--- src/rtl/mips_fetch_stage_if.sv ---
// Instruction-memory request/response bus between the fetch stage (master)
// and the instruction memory (slave).
interface mips_fetch_stage_if;
   logic        imem_req;
   logic [31:0] imem_addr;
   logic        imem_ready;
   logic [31:0] imem_rdata;

   modport master (
      output imem_req,
      output imem_addr,
      input  imem_ready,
      input  imem_rdata
   );

   modport slave (
      input  imem_req,
      input  imem_addr,
      output imem_ready,
      output imem_rdata
   );
endinterface

--- src/rtl/mips_fetch_stage.sv ---
// MIPS instruction fetch stage: PC, IF/ID register, one-entry stall buffer.
// Optional performance counters enabled by defining FETCH_PERF_CNT_EN.
//
// state   | meaning
// FETCH   | request outstanding at pc_current; accept word when imem_ready
// HOLD    | word parked in hold buffer while decode stalls; no request
// DISCARD | redirected with a request in flight; wait for it and drop it
module mips_fetch_stage #(
   parameter logic [31:0] RESET_PC = 32'h0000_0000
) (
   input  logic                  clk,
   input  logic                  reset,
   input  logic                  stall_id,
   input  logic                  redirect,
   input  logic [31:0]           branch_target,
   mips_fetch_stage_if.master    imem,
   output logic [31:0]           pc_current,
   output logic [31:0]           instr_if,
   output logic [31:0]           instr_id,
   output logic [31:0]           pc_plus4_id,
   output logic                  valid_id,
   output logic [31:0]           fetch_count,
   output logic [31:0]           stall_count
);

   typedef enum logic [1:0] {
      FETCH   = 2'd0,
      HOLD    = 2'd1,
      DISCARD = 2'd2
   } state_t;

   state_t      state, state_nxt;
   logic [31:0] hold_instr, hold_pc4;
   logic [31:0] discard_addr;
   logic [31:0] pc_plus4;
   logic        accept;
   logic        load_fetch, load_hold;

   assign pc_plus4 = pc_current + 32'd4;

   always_ff @(posedge clk or posedge reset) begin
      if (reset) state <= FETCH;
      else       state <= state_nxt;
   end

   always_comb begin
      state_nxt = state;
      case (state)
         FETCH: begin
            if (redirect)                    state_nxt = imem.imem_ready ? FETCH : DISCARD;
            else if (imem.imem_ready && stall_id) state_nxt = HOLD;
         end
         HOLD:    if (redirect || !stall_id) state_nxt = FETCH;
         DISCARD: if (imem.imem_ready)       state_nxt = FETCH;
         default: state_nxt = FETCH;
      endcase
   end

   always_comb begin
      imem.imem_req  = !reset && (state != HOLD);
      imem.imem_addr = (state == DISCARD) ? discard_addr : pc_current;
      accept         = (state == FETCH) && imem.imem_ready && !redirect;
      load_fetch     = accept && !stall_id;
      load_hold      = (state == HOLD) && !redirect && !stall_id;
      instr_if       = accept ? imem.imem_rdata : 32'h0;
   end

   always_ff @(posedge clk or posedge reset) begin
      if (reset) begin
         pc_current   <= RESET_PC;
         instr_id     <= 32'h0;
         pc_plus4_id  <= 32'h0;
         valid_id     <= 1'b0;
         hold_instr   <= 32'h0;
         hold_pc4     <= 32'h0;
         discard_addr <= RESET_PC;
      end else begin
         if (redirect)
            pc_current <= branch_target & ~32'h3;
         else if (accept)
            pc_current <= pc_plus4;

         // the in-flight address must stay on the bus until memory answers
         if (redirect && (state == FETCH) && !imem.imem_ready)
            discard_addr <= pc_current;

         if (accept && stall_id) begin
            hold_instr <= imem.imem_rdata;
            hold_pc4   <= pc_plus4;
         end

         if (redirect) begin
            valid_id <= 1'b0;
            instr_id <= 32'h0;
         end else if (load_fetch) begin
            instr_id    <= imem.imem_rdata;
            pc_plus4_id <= pc_plus4;
            valid_id    <= 1'b1;
         end else if (load_hold) begin
            instr_id    <= hold_instr;
            pc_plus4_id <= hold_pc4;
            valid_id    <= 1'b1;
         end else if (!stall_id) begin
            valid_id <= 1'b0;
            instr_id <= 32'h0;
         end
      end
   end

`ifdef FETCH_PERF_CNT_EN
   always_ff @(posedge clk or posedge reset) begin
      if (reset) begin
         fetch_count <= 32'h0;
         stall_count <= 32'h0;
      end else begin
         if (load_fetch || load_hold) fetch_count <= fetch_count + 32'd1;
         if (stall_id)                stall_count <= stall_count + 32'd1;
      end
   end
`else
   assign fetch_count = 32'h0;
   assign stall_count = 32'h0;
`endif

endmodule

--- src/flat_wrapper.sv ---
// flat-port wrapper written by rule: the top's interface ports become plain ports
module mips_fetch_stage_flat 
#(
   parameter logic [31:0] RESET_PC = 32'h0000_0000
)
  (clk, reset, stall_id, redirect, branch_target, pc_current, instr_if, instr_id, pc_plus4_id, valid_id, fetch_count, stall_count, imem_imem_req, imem_imem_addr, imem_imem_ready, imem_imem_rdata);
  mips_fetch_stage_if imem_i ();
  input  logic clk;
  input  logic reset;
  input  logic stall_id;
  input  logic redirect;
  input  logic [31:0] branch_target;
  output logic [31:0] pc_current;
  output logic [31:0] instr_if;
  output logic [31:0] instr_id;
  output logic [31:0] pc_plus4_id;
  output logic valid_id;
  output logic [31:0] fetch_count;
  output logic [31:0] stall_count;
  output wire logic [$bits(imem_i.imem_req)-1:0] imem_imem_req;
  output wire logic [$bits(imem_i.imem_addr)-1:0] imem_imem_addr;
  input wire logic [$bits(imem_i.imem_ready)-1:0] imem_imem_ready;
  input wire logic [$bits(imem_i.imem_rdata)-1:0] imem_imem_rdata;
  assign imem_imem_req = imem_i.imem_req;
  assign imem_imem_addr = imem_i.imem_addr;
  assign imem_i.imem_ready = imem_imem_ready;
  assign imem_i.imem_rdata = imem_imem_rdata;
  mips_fetch_stage #(.RESET_PC(RESET_PC)) u_core (.clk(clk), .reset(reset), .stall_id(stall_id), .redirect(redirect), .branch_target(branch_target), .imem(imem_i), .pc_current(pc_current), .instr_if(instr_if), .instr_id(instr_id), .pc_plus4_id(pc_plus4_id), .valid_id(valid_id), .fetch_count(fetch_count), .stall_count(stall_count));
endmodule
--- config.mk ---
export PLATFORM = sky130hd
export DESIGN_NAME = mips_fetch_stage_flat
export DESIGN_NICKNAME = d
export VERILOG_FILES = /design/src/rtl/mips_fetch_stage_if.sv /design/src/rtl/mips_fetch_stage.sv /design/src/flat_wrapper.sv
export SDC_FILE = /design/constraint.sdc
export NUM_CORES = 1
export LEC_CHECK = 0
export BUFFER_PORTS_ARGS = -buffer_cell sky130_fd_sc_hd__buf_2
export CORE_AREA = 2 2 139 141
export CTS_CLUSTER_DIAMETER = 200
export DETAILED_ROUTE_END_ITERATION = 8
export DIE_AREA = 0 0 141 143
export PLACE_DENSITY = 0.88
export SYNTH_ARGS = -nofsm -noshare
export SYNTH_HDL_FRONTEND = slang
export SYNTH_SLANG_ARGS = --single-unit
--- constraint.sdc ---
create_clock -name clk -period 6.2 [get_ports clk]
set_input_delay 0.31 -clock clk [delete_from_list [all_inputs] [get_ports clk]]
set_output_delay 0.31 -clock clk [all_outputs]
set_load 0.05 [all_outputs]
# Yosys cells after proc, flatten, opt, wreduce, memory -nomap -nowiden
# Index checks and enable logic that the tools add are counted.
# totals
in_bits	69
ff_bits	195
word_cells	57
# classes
eq_ne	7
muxes	20
add_sub_neg	1
bitwise	1
n_reduce_logical	20
# ops
cell	n
2-to-1 mux 32 bit	10
adder 32 x 3 -> 32 bit, second input constant	1
logical AND 1 bit	10
2-to-1 mux 2 bit	5
one-hot mux 2 bit (3 select lines)	1
zero test 1 bit	4
2-to-1 mux 1 bit	4
!= test 2 x 1 -> 1 bit, second input constant	2
!= test 4 x 1 -> 1 bit, second input constant	1
nonzero test 2 bit	2
!= test 3 x 2 -> 1 bit, second input constant	1
AND reduction 3 bit	1
== test 2 x 1 -> 1 bit, second input constant	1
== test 2 bit, second input constant	1
zero test 2 bit	1
!= test 2 bit, second input constant	1
AND reduction 2 bit	1
logical OR 1 bit	1
inverter 1 bit	1

# Depth between registers and ports, before layout
# Gate-level depths: netlist of the first run.
# depth
depth_word	6
depth_mapped	8
depth_no_buf	6

# Worst setup path after synthesis of the first run
# OpenSTA, ideal clock, no wires.
# synth_timing
kind	register to register
from	register u_core.pc_current[3]
to	register u_core.pc_plus4_id[20]
setup_ns	0.142
stages_incl_launch_ff	8
path_buffers	1
t_arrival_ns	2.321
required_ns	6.058
path_slack_ns	3.737
synth_period_minus_slack_ns	2.463
path_cell_list	dfrtp_1 ha_1 nand3_2 or4_4 buf_6 nor3_2 xnor2_1 o221ai_1
# synth_between
elab_chain_cells	2
# synth_rtl
item	line	rtl
from (decl)	mips_fetch_stage.sv:17	output logic [31:0] pc_current,
from (signal assigned)	mips_fetch_stage.sv:79	pc_current <= branch_target & ~32'h3;
from (signal assigned)	mips_fetch_stage.sv:81	pc_current <= pc_plus4;
adder 32 x 3 -> 32 bit	mips_fetch_stage.sv:39	assign pc_plus4 = pc_current + 32'd4;
2-to-1 mux 32 bit	mips_fetch_stage.sv:95	end else if (load_fetch) begin
to (signal assigned)	mips_fetch_stage.sv:97	pc_plus4_id <= pc_plus4;
to (signal assigned)	mips_fetch_stage.sv:101	pc_plus4_id <= hold_pc4;
to (decl)	mips_fetch_stage.sv:20	output logic [31:0] pc_plus4_id,
# No other way between the ends.
# A chain may end at the register's enable or synchronous reset.

# Final worst setup path of the first run
# layout_timing
from	register u_core.state[0]
to	register u_core.hold_pc4[3]
# layout_between
elab_chain_cells	4
# layout_rtl
item	line	rtl
from (decl)	mips_fetch_stage.sv:32	state_t state, state_nxt;
from (signal assigned)	mips_fetch_stage.sv:43	else state <= state_nxt;
zero test 2 bit	mips_fetch_stage.sv:62	accept = (state == FETCH) && imem.imem_ready && !redirect;
logical AND 1 bit (2 in series)	mips_fetch_stage.sv:62	
logical AND 1 bit	mips_fetch_stage.sv:87	if (accept && stall_id) begin
to (signal assigned)	mips_fetch_stage.sv:89	hold_pc4 <= pc_plus4;
to (decl)	mips_fetch_stage.sv:33	logic [31:0] hold_instr, hold_pc4;
# No other way between the ends.

==> results of run 1 <==
==> flip-flops by register name, indices dropped and copies added, names as in the netlist <==
signal               cells
u_core.valid_id          1
u_core.pc_current       30
u_core.pc_plus4_id      30
u_core.discard_addr     30
u_core.hold_pc4         30
u_core.instr_id         32
u_core.state             2
u_core.hold_instr       32
==> metal layers <==
layer	wire, um	part of all wire
met4	630	0.026
met1	10410	0.43
met3	1366	0.057
met5	0	0
met2	11720	0.49
==> kinds of logic (layout without fill, tap and decap cells) <==
family,after synthesis,after routing,synth area share
xor gates and xnor gates,57,57,0.05226
buffers and inverters,147,268,0.08815
adders and majority gates,1,1,0.001310
muxes,98,98,0.1151
DFF,187,187,0.4898
other,1,73,0.0003926
and+or+nand+nor,282,282,0.1526
AOI/OAI and AO/OA,158,158,0.1003
==> power by group through the flow <==
stage | combinational, mW | sequential (mW) | clock, mW
3_3_place_gp | 1.27 | 1.65 | 0
6_report | 1.30 | 1.66 | 1.08
3_5_place_dp | 1.29 | 1.67 | 0
5_1_grt | 1.38 | 1.69 | 1.14
2_1_floorplan | 0.759 | 1.93 | 0
4_1_cts | 1.30 | 1.65 | 1.09
==> cell type report <==
type / instances / area [um2]
Antenna cell: 3 / 7.507
Clock inverter: 11 / 107.6
Clock buffer: 21 / 470.5
Timing Repair Buffer: 233 / 1196
Sequential cell: 187 / 4679
Multi-Input combinational cell: 666 / 4328
Fill cell: 1535 / 7480
Inverter: 3 / 18.77
Tap cell: 234 / 292.8
==> critical path, delay by kind of cell (launching register included) <==
| family | cells | cell delay [ns] |
|---|---|---|
| AND/OR/NAND/NOR | 3 | 2.52 |
| multiplexers | 1 | 0.54 |
| flip-flops | 1 | 0.45 |
==> metrics by stage <==
stage | hold WS (ns) | std cells | power (mW)
3_5_place_dp | 0.4720 | 1323 | 2.965
3_3_place_gp | 0.4551 | 1323 | 2.919
2_1_floorplan | 0.4310 | 1000 | 2.691
6_report | 0.01441 | 1358 | 4.031
5_1_grt | 0.08256 | 1357 | 4.202
4_1_cts | 0.06538 | 1355 | 4.047
==> synth_stat cells, drive strengths merged, types with 3 or more instances <==
cell type / count / share of area
nor3: 26 / 0.016
xor2: 34 / 0.031
nor2b: 29 / 0.019
a21oi: 30 / 0.016
o21ai: 67 / 0.035
nand2: 88 / 0.035
clkbuf: 53 / 0.021
nand4: 13 / 0.0085
a211oi: 23 / 0.018
and2: 34 / 0.022
nor4: 5 / 0.0055
xnor2: 23 / 0.021
mux2i: 3 / 0.0031
mux2: 95 / 0.11
nor2: 49 / 0.019
and3: 6 / 0.0039
inv: 3 / 0.0012
a22oi: 26 / 0.020
buf: 91 / 0.066
a221oi: 4 / 0.0037
nand3: 19 / 0.012
o221ai: 6 / 0.0055
nor3b: 3 / 0.0029
and4: 6 / 0.0055
dfrtp: 187 / 0.49
==> final timing paths <==
kind | depth (start not counted) | endpoint | slack (ns)
setup reg to reg | 4 | u_core.hold_pc4[3] | 2.54
hold reg to reg | 2 | u_core.hold_pc4[10] | 0.49
min in group clk | 3 | u_core.pc_current[6] | 0.08
max in group asynchronous | 3 | u_core.instr_id[28] | 4.66
hold / removal | 2 | u_core.instr_id[23] | 0.01
setup / recovery | 4 | u_core.hold_pc4[3] | 2.54
==> cells in the final DEF (no fill, tap or decap), types with 26 or more instances in the layout <==
master,netlist,layout
sky130_fd_sc_hd__nand2_1,88,87
sky130_fd_sc_hd__a22oi_1,26,26
sky130_fd_sc_hd__o21ai_1,26,26
sky130_fd_sc_hd__a21oi_1,30,30
sky130_fd_sc_hd__dfrtp_1,187,187
sky130_fd_sc_hd__nor2b_1,29,27
sky130_fd_sc_hd__mux2_2,92,92
sky130_fd_sc_hd__xor2_1,34,34
sky130_fd_sc_hd__nor2_1,49,48
sky130_fd_sc_hd__buf_2,13,221
sky130_fd_sc_hd__o21ai_0,41,41
sky130_fd_sc_hd__conb_1,1,70
sky130_fd_sc_hd__and2_1,34,34
==> tab_implementation.tex, run 1 <==
\begin{tabular}{lr}
\hline
Metric & Value \\
\hline
\multicolumn{2}{l}{\textbf{Status}} \\
Outcome & finished clean \\
\multicolumn{2}{l}{\textbf{Finish}} \\
Layout overhead on the synthesized area & 16.20\% \\
Total non-filler cell area in the finished layout & 0.01110 mm2 \\
Fraction of layout instances using a drive strength above 1 & 0.3336 \\
Utilization after layout & 0.5974 \\
Final Net Count & between 1k and 1.5k \\
\multicolumn{2}{l}{\textbf{Pwr}} \\
Net Sw Frac & 0.3954 \\
Portion of total power attributed to the clock network & 0.267 \\
Peak supply drop & 237.8 uV \\
Comb pwr share & 0.322 \\
Sequential share of power & 0.411 \\
Static Leakage & 5.241 nW \\
Cell area power density & 363.2 mW/mm2 \\
Int Power & 2.437 mW \\
P\_sw & 1.594 mW \\
\multicolumn{2}{l}{\textbf{Floorplanning}} \\
Number of placed I/O pins & about 300 \\
Die height & around 140 um \\
Die span in x & 141 um \\
Die area & approximately 0.020 mm2 \\
Starting density of the core & 0.5141 \\
Std-Cell Rows & 50 \\
Placeable Area & 0.01858 mm2 \\
\multicolumn{2}{l}{\textbf{Route}} \\
Detail-routed via count per cell & around 5.5 \\
Pre-antenna DRT Iters & 6 \\
Violation count after the first detailed-routing iteration & 578 \\
Post-route DRC & 0 \\
Final Routed Wirelength & 24.13 mm \\
Average detailed-routed wire length per instance & 17.77 um \\
Routed vias & 7424 \\
Final antenna-violating net count & 0 \\
\multicolumn{2}{l}{\textbf{GRT}} \\
Met1 GRT Util & 0.3262 \\
First-pass GRT wire length & approximately 38 mm \\
Met2 capacity usage during global routing & 0.3684 \\
Met3 demand-to-capacity share in global routing & 0.05064 \\
Gr busiest metal & met2 \\
Vias in the first global route & 7053 \\
Number of antenna violations at the first check in global routing & 2 \\
Global router's overall resource usage & 0.2367 \\
Total global routing overflow & 0 \\
Maximum number of pins on one net before global-route repair & 115 \\
\multicolumn{2}{l}{\textbf{CTS}} \\
Number of buffers inserted for hold repair after clock tree synthesis & 0 \\
\# H-tree levels & 4 \\
Post-CTS Resized & 0 \\
Clock tree from TritonCTS & done \\
Clk\_lat worst skew & 0.43 ns \\
CTS clk-pin slew, worst paths & approximately 0.07 ns \\
Number of clock sinks seen by CTS & between 150 and 200 \\
Cts bufs inserted & 17 \\
Number of buffers between clock root and the deepest sink & 2 \\
Post-CTS Setup Bufs & 0 \\
Cell at the root of the clock tree & sky130\_fd\_sc\_hd\_\_clkbuf\_16 \\
\multicolumn{2}{l}{\textbf{Timing}} \\
Period utilization & 0.5905 \\
Total of endpoints with negative setup slack in the final report & 0 \\
Peak Freq & roughly 270 MHz \\
Final Hold Fails & 0 \\
Worst rel slew slack & 0.1502 \\
Post-route setup slack & 2.539 ns \\
Setup repair after global routing missed its margin & false \\
Time the final worst path needs with I/O delays and setup & 3.661 ns \\
Number of max-slew violations in the final report & 0 \\
Setup TNS & 0 ns \\
Worst clock skew & 0.01028 ns \\
Worst Max-Slew Pin Slew & between 1 and 1.5 ns \\
\multicolumn{2}{l}{\textbf{Placement}} \\
Worst setup slack before clock tree synthesis & 2.600 ns \\
Post-placement cell area & $\sim$0.011 mm2 \\
Placer's final routability congestion estimate & 0.8304 \\
HPWL after detailed placement & approximately 16 mm \\
PortBufs & 222 \\
\multicolumn{2}{l}{\textbf{Synth}} \\
Sequential-to-total area share from yosys stat & 0.4898 \\
Warning count from the yosys run & 0 \\
Yosys reg bits & 187 \\
Number of synthesized flops with an enable pin & 0 \\
Gate Count Post-Synth & between 900 and 1k \\
Area of the mapped netlist & 0.009553 mm2 \\
Primary flip-flop cell chosen by synthesis mapping & sky130\_fd\_sc\_hd\_\_dfrtp\_1 \\
Number of library cell types mapped by synthesis & 44 \\
Average cell area after synthesis & 10.26 um2 \\
Proportion of synthesized flip-flops having asynchronous set or reset & 1.000 \\
\multicolumn{2}{l}{\textbf{Min path}} \\
Worst min-delay path category & input port to asynchronous set/reset pin \\
\multicolumn{2}{l}{\textbf{Critical path}} \\
Worst reg2reg path startpoint & u\_core.state[0] \\
Max FO, Critical Path & 89 \\
Category of the critical setup timing path & flop to flop \\
Data required, critical path & 6.50 ns \\
Standard cell with the maximum stage delay on the critical path & sky130\_fd\_sc\_hd\_\_nor2\_2 \\
Source of the critical timing path & u\_core.state[0] \\
Endpoint kind of the worst setup timing path & flop \\
Chain of cells forming the critical path & or3b\_1, nor2\_2, nand2\_4, mux2\_2 \\
Arrival @ worst endpoint & just under 4 ns \\
Startpoint class of the critical path & flop \\
Longest individual stage delay on the worst path & 1.05 ns \\
\multicolumn{2}{l}{\textbf{Flow run}} \\
Number of max-cap violations & 0 \\
\hline
\end{tabular}
Note: power is estimated with default switching activity, not from simulation.
==> run 2, diff against run 1 <==
--- a/config.mk
+++ b/config.mk
@@ -5,12 +5,13 @@
 export SDC_FILE = /design/constraint.sdc
 export NUM_CORES = 1
 export LEC_CHECK = 0
+export ABC_AREA = 1
 export BUFFER_PORTS_ARGS = -buffer_cell sky130_fd_sc_hd__buf_2
-export CORE_AREA = 2 2 139 141
+export CORE_AREA = 2 2 140 142
 export CTS_CLUSTER_DIAMETER = 200
 export DETAILED_ROUTE_END_ITERATION = 8
-export DIE_AREA = 0 0 141 143
-export PLACE_DENSITY = 0.88
+export DIE_AREA = 0 0 142 144
+export PLACE_DENSITY = 0.87
 export SYNTH_ARGS = -nofsm -noshare
 export SYNTH_HDL_FRONTEND = slang
 export SYNTH_SLANG_ARGS = --single-unit
==> constraint.sdc (replaced) <==
create_clock -name clk -period 3.5 [get_ports clk]
set_input_delay 0.175 -clock clk [delete_from_list [all_inputs] [get_ports clk]]
set_output_delay 0.175 -clock clk [all_outputs]
set_load 0.05 [all_outputs]
==> tab_implementation.tex, run 2 <==
\begin{tabular}{lr}
\hline
Metric & Value \\
\hline
\multicolumn{2}{l}{\textbf{Status}} \\
Outcome & finished clean \\
\multicolumn{2}{l}{\textbf{Synth}} \\
Yosys reg bits & about 190 \\
Sequential-to-total area share from yosys stat & 0.4851 \\
Area of the mapped netlist & 0.009646 mm2 \\
Proportion of synthesized flip-flops having asynchronous set or reset & 1.000 \\
Average cell area after synthesis & between 7 and 8 um2 \\
Library cell with the highest instance count after synthesis & sky130\_fd\_sc\_hd\_\_nand2\_1 \\
Top area cells in the synthesized netlist & sky130\_fd\_sc\_hd\_\_dfrtp\_1 49\%, sky130\_fd\_sc\_hd\_\_nand2\_1 19\%, sky130\_fd\_sc\_hd\_\_buf\_4 5.6\%, sky130\_fd\_sc\_hd\_\_inv\_1 4.6\%, sky130\_fd\_sc\_hd\_\_nor2\_1 3.8\% \\
Number of synthesized flops with an enable pin & 0 \\
Primary flip-flop cell chosen by synthesis mapping & sky130\_fd\_sc\_hd\_\_dfrtp\_1 \\
Gate Count Post-Synth & 1252 \\
Biggest area consumer among synthesized cells & sky130\_fd\_sc\_hd\_\_dfrtp\_1 \\
Number of library cell types mapped by synthesis & 27 \\
Top cell type's share of synthesized area & 0.4851 \\
Warning count from the yosys run & 0 \\
Most frequent cells after synthesis & 491 x sky130\_fd\_sc\_hd\_\_nand2\_1, 187 x sky130\_fd\_sc\_hd\_\_dfrtp\_1, 118 x sky130\_fd\_sc\_hd\_\_inv\_1, 98 x sky130\_fd\_sc\_hd\_\_nor2\_1, 72 x sky130\_fd\_sc\_hd\_\_buf\_4 \\
\multicolumn{2}{l}{\textbf{CTS}} \\
Cell at the root of the clock tree & sky130\_fd\_sc\_hd\_\_clkbuf\_16 \\
Number of buffers inserted for hold repair after clock tree synthesis & 11 \\
Number of buffers between clock root and the deepest sink & 2 \\
Cts bufs inserted & 17 \\
Number of clock sinks seen by CTS & 187 \\
CTS clk-pin slew, worst paths & 0.07 ns \\
\# H-tree levels & 4 \\
Post-CTS Setup Bufs & 0 \\
Post-CTS Resized & 0 \\
Clk\_lat worst skew & roughly 0.43 ns \\
Clock tree from TritonCTS & done \\
\multicolumn{2}{l}{\textbf{Finish}} \\
Layout overhead on the synthesized area & 17.34\% \\
Final Net Count & about 1.5k \\
Largest registers in the final layout & u\_core.hold\_instr (32), u\_core.instr\_id (32) \\
Most used cells in the layout excluding fill and tap cells & 490 x sky130\_fd\_sc\_hd\_\_nand2\_1, 222 x sky130\_fd\_sc\_hd\_\_buf\_2, 187 x sky130\_fd\_sc\_hd\_\_dfrtp\_1 \\
Number of antenna diodes & 0 \\
Fraction of layout instances using a drive strength above 1 & 0.2132 \\
Most common cell after layout, fill and taps aside & sky130\_fd\_sc\_hd\_\_nand2\_1 \\
Layout Cells excl Fill & 1711 \\
\multicolumn{2}{l}{\textbf{Critical path}} \\
Category of the critical setup timing path & flop to primary output \\
Startpoint class of the critical path & flop \\
Data required, critical path & 3.32 ns \\
Max FO, Critical Path & a little over 60 \\
Endpoint kind of the worst setup timing path & primary output \\
Arrival @ worst endpoint & 2.24 ns \\
\multicolumn{2}{l}{\textbf{Floorplanning}} \\
Starting density of the core & 0.5055 \\
Die area & 0.02045 mm2 \\
Placeable Area & around 0.019 mm2 \\
Die height & 144 um \\
Number of placed I/O pins & slightly below 300 \\
Die span in x & 142 um \\
Std-Cell Rows & 51 \\
\multicolumn{2}{l}{\textbf{GRT}} \\
Met3 demand-to-capacity share in global routing & 0.04238 \\
Met2 capacity usage during global routing & 0.3938 \\
Total global routing overflow & 0 \\
Global router's overall resource usage & 0.2402 \\
Gr busiest metal & met2 \\
First-pass GRT wire length & about 38 mm \\
Vias in the first global route & 7534 \\
Met1 GRT Util & 0.3191 \\
Number of antenna violations at the first check in global routing & 0 \\
Maximum number of pins on one net before global-route repair & 65 \\
\multicolumn{2}{l}{\textbf{Timing}} \\
Setup TNS & 0 ns \\
Total of endpoints with negative setup slack in the final report & 0 \\
Worst rel slew slack & 0.3214 \\
Peak Freq & 414.2 MHz \\
Setup repair after global routing missed its margin & false \\
Period utilization & 0.6898 \\
Number of max-slew violations in the final report & 0 \\
Time the final worst path needs with I/O delays and setup & 2.414 ns \\
Final Hold Fails & 0 \\
Worst clock skew & 0.009436 ns \\
Worst Max-Slew Pin Slew & 1.015 ns \\
\multicolumn{2}{l}{\textbf{Pwr}} \\
Static Leakage & 6.332 nW \\
Cell area power density & around 640 mW/mm2 \\
Peak supply drop & 377.0 uV \\
\multicolumn{2}{l}{\textbf{Route}} \\
Average detailed-routed wire length per instance & 14.34 um \\
Violation count after the first detailed-routing iteration & 531 \\
Pre-antenna DRT Iters & 7 \\
Routed vias & 8499 \\
Post-route DRC & 0 \\
Final Routed Wirelength & 24.53 mm \\
Final antenna-violating net count & 0 \\
Detail-routed via count per cell & 4.967 \\
\multicolumn{2}{l}{\textbf{Flow run}} \\
Number of max-cap violations & 0 \\
\multicolumn{2}{l}{\textbf{Placement}} \\
Post-placement cell count & 1668 \\
HPWL after detailed placement & 17.38 mm \\
PortBufs & about 220 \\
Placer's final routability congestion estimate & about 0.86 \\
\multicolumn{2}{l}{\textbf{Min path}} \\
Worst min-delay path category & input port to flop \\
\hline
\end{tabular}
==> run 2: kinds of logic after synthesis <==
group                      after synthesis  share of synthesized area
buffers and inverters                  250                     0.1314
and+or+nand+nor                        628                     0.2583
xor gates and xnor gates                15                    0.01362
AOI/OAI and AO/OA                      170                     0.1099
DFF                                    187                     0.4851
adders and majority gates                1                   0.001297
other                                    1                  0.0003888
==> run 2: routing by layer <==
metal  wire length, um  up-vias
met5                 0        -
met4               609        0
met3              1678       45
met2             11500      363
met1             10740     3945
li1                  -     4146
==> run 2: area by class of cell <==
cell class	instances	area (um2)
clock inverters	15	131.4
well taps	238	297.8
fillers	1646	7761
multi-input cells	884	3963
repair buffers	245	1349
clock buffers	17	425.4
inverters	125	473.0
flip-flops and latches	187	4679
==> run 2: worst max-delay path, stage by stage, from the launching register on <==
cell and delay (ns):
sky130_fd_sc_hd__dfrtp_1 0.37, sky130_fd_sc_hd__inv_1 0.07, sky130_fd_sc_hd__nand2_2 0.73, sky130_fd_sc_hd__nor2_1 0.11, sky130_fd_sc_hd__a21oi_1 0.20, sky130_fd_sc_hd__buf_2 0.31
==> run 2: final timing paths <==
check,startpoint,end,slack [ns],cells past startpoint
hold reg to reg,u_core.hold_instr[31],u_core.instr_id[31],0.48,2
setup / recovery,u_core.state[0],imem_imem_addr[30],1.09,5
min in group asynchronous,reset,u_core.pc_plus4_id[6],0.49,3
max in group asynchronous,reset,u_core.pc_current[29],2.14,4
hold / removal,branch_target[3],u_core.pc_current[3],0.02,3
setup reg to reg,u_core.state[1],u_core.hold_instr[29],1.31,9
==> run 2: where the power goes <==
group	total (mW)	switching (mW)	leakage, nW	internal, mW
clock	1.85	0.912	0.272	0.937
sequential	2.90	0.289	2.39	2.61
combinational	2.48	1.93	3.67	0.552
total	7.23	3.13	6.33	4.10
==> run 2: per-stage QoR <==
| step | util | hold slack (ns) | setup slack [ns] | power [mW] | instance area (um2) |
|---|---|---|---|---|---|
| 6_report | 0.5932 | 0.01646 | 1.086 | 7.230 | 11320 |
| 3_5_place_dp | 0.5583 | 0.4285 | 1.308 | 5.399 | 10650 |
| 3_3_place_gp | 0.5583 | 0.4165 | 1.378 | 5.328 | 10650 |
| 4_1_cts | 0.5932 | 0.009202 | 1.088 | 7.262 | 11320 |
| 5_1_grt | 0.5932 | 0.03101 | 0.8740 | 7.606 | 11320 |
| 2_1_floorplan | - | 0.2868 | 0.9185 | 4.850 | 9908 |
==> run 3, diff against run 2 <==
--- a/config.mk
+++ b/config.mk
@@ -5,13 +5,13 @@
 export SDC_FILE = /design/constraint.sdc
 export NUM_CORES = 1
 export LEC_CHECK = 0
-export ABC_AREA = 1
+export ABC_AREA = 0
 export BUFFER_PORTS_ARGS = -buffer_cell sky130_fd_sc_hd__buf_2
-export CORE_AREA = 2 2 140 142
+export CORE_AREA = 2 2 139 141
 export CTS_CLUSTER_DIAMETER = 200
 export DETAILED_ROUTE_END_ITERATION = 8
-export DIE_AREA = 0 0 142 144
-export PLACE_DENSITY = 0.87
+export DIE_AREA = 0 0 141 143
+export PLACE_DENSITY = 0.88
 export SYNTH_ARGS = -nofsm -noshare
 export SYNTH_HDL_FRONTEND = slang
 export SYNTH_SLANG_ARGS = --single-unit
==> constraint.sdc (replaced) <==
create_clock -name clk -period 2.4 [get_ports clk]
set_input_delay 0.12 -clock clk [delete_from_list [all_inputs] [get_ports clk]]
set_output_delay 0.12 -clock clk [all_outputs]
set_load 0.05 [all_outputs]
==> tab_implementation.tex, run 3 (synthesis gave the netlist of run 1 again) <==
\begin{tabular}{lr}
\hline
Metric & Value \\
\hline
\multicolumn{2}{l}{\textbf{Status}} \\
Outcome & finished clean \\
\multicolumn{2}{l}{\textbf{CTS}} \\
\# H-tree levels & 4 \\
CTS clk-pin slew, worst paths & 0.06 ns \\
Clk\_lat worst skew & 0.43 ns \\
Clock tree from TritonCTS & done \\
Cts bufs inserted & 17 \\
Post-CTS Setup Bufs & 0 \\
Number of clock sinks seen by CTS & roughly 190 \\
Cell at the root of the clock tree & sky130\_fd\_sc\_hd\_\_clkbuf\_16 \\
Number of buffers between clock root and the deepest sink & 2 \\
\multicolumn{2}{l}{\textbf{Critical path}} \\
Startpoint class of the critical path & flop \\
Standard cell with the maximum stage delay on the critical path & sky130\_fd\_sc\_hd\_\_or3b\_4 \\
Endpoint kind of the worst setup timing path & primary output \\
Chain of cells forming the critical path & or3b\_4, nor2\_4, buf\_12, and2\_1, clkbuf\_4 \\
Arrival @ worst endpoint & 2.17 ns \\
Category of the critical setup timing path & flop to primary output \\
CP Buf/Inv Count & 2 \\
Data required, critical path & approximately 2.3 ns \\
Largest delay share family, worst path & simple AND/OR/NAND/NOR gates \\
Max FO, Critical Path & 32 \\
Longest individual stage delay on the worst path & about 0.49 ns \\
\multicolumn{2}{l}{\textbf{Finish}} \\
Most used cells in the layout excluding fill and tap cells & 208 x sky130\_fd\_sc\_hd\_\_buf\_2, 187 x sky130\_fd\_sc\_hd\_\_dfrtp\_1, 92 x sky130\_fd\_sc\_hd\_\_mux2\_2 \\
Count of fill cells added during filler insertion & 1352 \\
Most common cell after layout, fill and taps aside & sky130\_fd\_sc\_hd\_\_buf\_2 \\
Total non-filler cell area in the finished layout & $\sim$0.012 mm2 \\
Layout overhead on the synthesized area & 25.67\% \\
Fraction of layout instances using a drive strength above 1 & 0.3278 \\
Layout Cells excl Fill & 1442 \\
Area of the multi-input gates & 0.004335 mm2 \\
Combined flip-flop and latch cell area & between 0.004 and 0.005 mm2 \\
Final Net Count & 1268 \\
Largest registers in the final layout & u\_core.hold\_instr (32), u\_core.instr\_id (32) \\
Number of antenna diodes & 0 \\
\multicolumn{2}{l}{\textbf{Placement}} \\
Post-placement cell area & 0.01077 mm2 \\
HPWL after detailed placement & 17.28 mm \\
PortBufs & 222 \\
Worst setup slack before clock tree synthesis & 0.1887 ns \\
Placer's final routability congestion estimate & approximately 0.85 \\
Post-placement cell count & 1349 \\
\multicolumn{2}{l}{\textbf{GRT}} \\
Global router's overall resource usage & 0.2574 \\
Total global routing overflow & 0 \\
Maximum number of pins on one net before global-route repair & 68 \\
Number of antenna violations at the first check in global routing & 0 \\
Vias in the first global route & 7523 \\
First-pass GRT wire length & 40.93 mm \\
\multicolumn{2}{l}{\textbf{Timing}} \\
Period utilization & 0.9558 \\
Worst clock skew & $\sim$0.015 ns \\
Worst rel slew slack & 0.4862 \\
Setup repair after global routing missed its margin & false \\
Total of endpoints with negative setup slack in the final report & 0 \\
Worst Max-Slew Pin Slew & 0.7678 ns \\
Post-route setup slack & between 0.1 and 0.15 ns \\
Time the final worst path needs with I/O delays and setup & 2.294 ns \\
Final Hold Fails & 0 \\
Peak Freq & 435.9 MHz \\
Number of max-slew violations in the final report & 0 \\
\multicolumn{2}{l}{\textbf{Pwr}} \\
Peak supply drop & 650.8 uV \\
Static Leakage & around 5.6 nW \\
Cell area power density & approximately 870 mW/mm2 \\
\multicolumn{2}{l}{\textbf{Floorplanning}} \\
Std-Cell Rows & 50 \\
Die area & 0.02016 mm2 \\
Starting density of the core & 0.5141 \\
Die span in x & 141 um \\
Number of placed I/O pins & 295 \\
Placeable Area & 0.01858 mm2 \\
Die height & $\sim$140 um \\
\multicolumn{2}{l}{\textbf{Route}} \\
Final antenna-violating net count & 0 \\
Pre-antenna DRT Iters & 5 \\
Average detailed-routed wire length per instance & 18.18 um \\
Final Routed Wirelength & 26.21 mm \\
Detail-routed via count per cell & 5.544 \\
Routed vias & $\sim$8.0k \\
Post-route DRC & 0 \\
Violation count after the first detailed-routing iteration & 709 \\
\multicolumn{2}{l}{\textbf{Flow run}} \\
Number of max-cap violations & 0 \\
\multicolumn{2}{l}{\textbf{Min path}} \\
Worst min-delay path category & input port to flop \\
\hline
\end{tabular}
-- run 3: final cells by class --
cell class              count  area share
flip-flops and latches    187      0.3898
multi-input cells         666      0.3611
repair buffers            323      0.1782
clock buffers              23     0.03981
well taps                 234     0.02439
clock inverters             6    0.005419
inverters                   3    0.001251
-- run 3: worst paths after layout --
check | startpoint | cells past startpoint | end | slack, ns
setup / recovery | u_core.state[0] | 5 | instr_if[24] | 0.11
hold / removal | redirect | 2 | u_core.pc_current[4] | 0.05
setup reg to reg | u_core.pc_current[2] | 6 | u_core.pc_current[24] | 0.15
hold reg to reg | u_core.hold_pc4[4] | 2 | u_core.hold_pc4[4] | 0.49
max in group asynchronous | reset | 5 | u_core.hold_pc4[28] | 1.39
min in group asynchronous | reset | 3 | u_core.instr_id[9] | 0.28
-- run 3: metal layers --
| layer | track usage | vias up | part of all wire |
|---|---|---|---|
| met5 | 0 | - | 0 |
| met4 | 0.1153 | 0 | 0.035 |
| met3 | 0.04359 | 76 | 0.056 |
| met2 | 0.4157 | 395 | 0.50 |
| met1 | 0.3440 | 3932 | 0.41 |
| li1 | - | 3592 | - |
-- run 3: through the flow --
step,setup TNS [ns],power [mW],utilization,hold WS (ns)
after global routing,0,10.92,0.6461,0.05733
after detailed placement,0,7.728,0.5796,0.1489
after floorplan,-23.89,6.953,-,0.2410
after CTS,0,10.50,0.6449,0.02422
final,0,10.49,0.6461,0.05062
after global placement,0,7.614,0.5796,0.1394
-- run 3: timing repair --
item,in CTS,in global routing
hold buffers,64,0
cloned,0,0
resized for setup,11,7
endpoints found under the hold margin,75,0
endpoints found under the setup margin,32,15
-- run 3: power by group --
part           total (mW)  internal, mW  switching [mW]
registers            4.23          3.82           0.414
clock network        2.67          1.50            1.17
logic                3.58          1.08            2.50
total                10.5          6.40            4.09
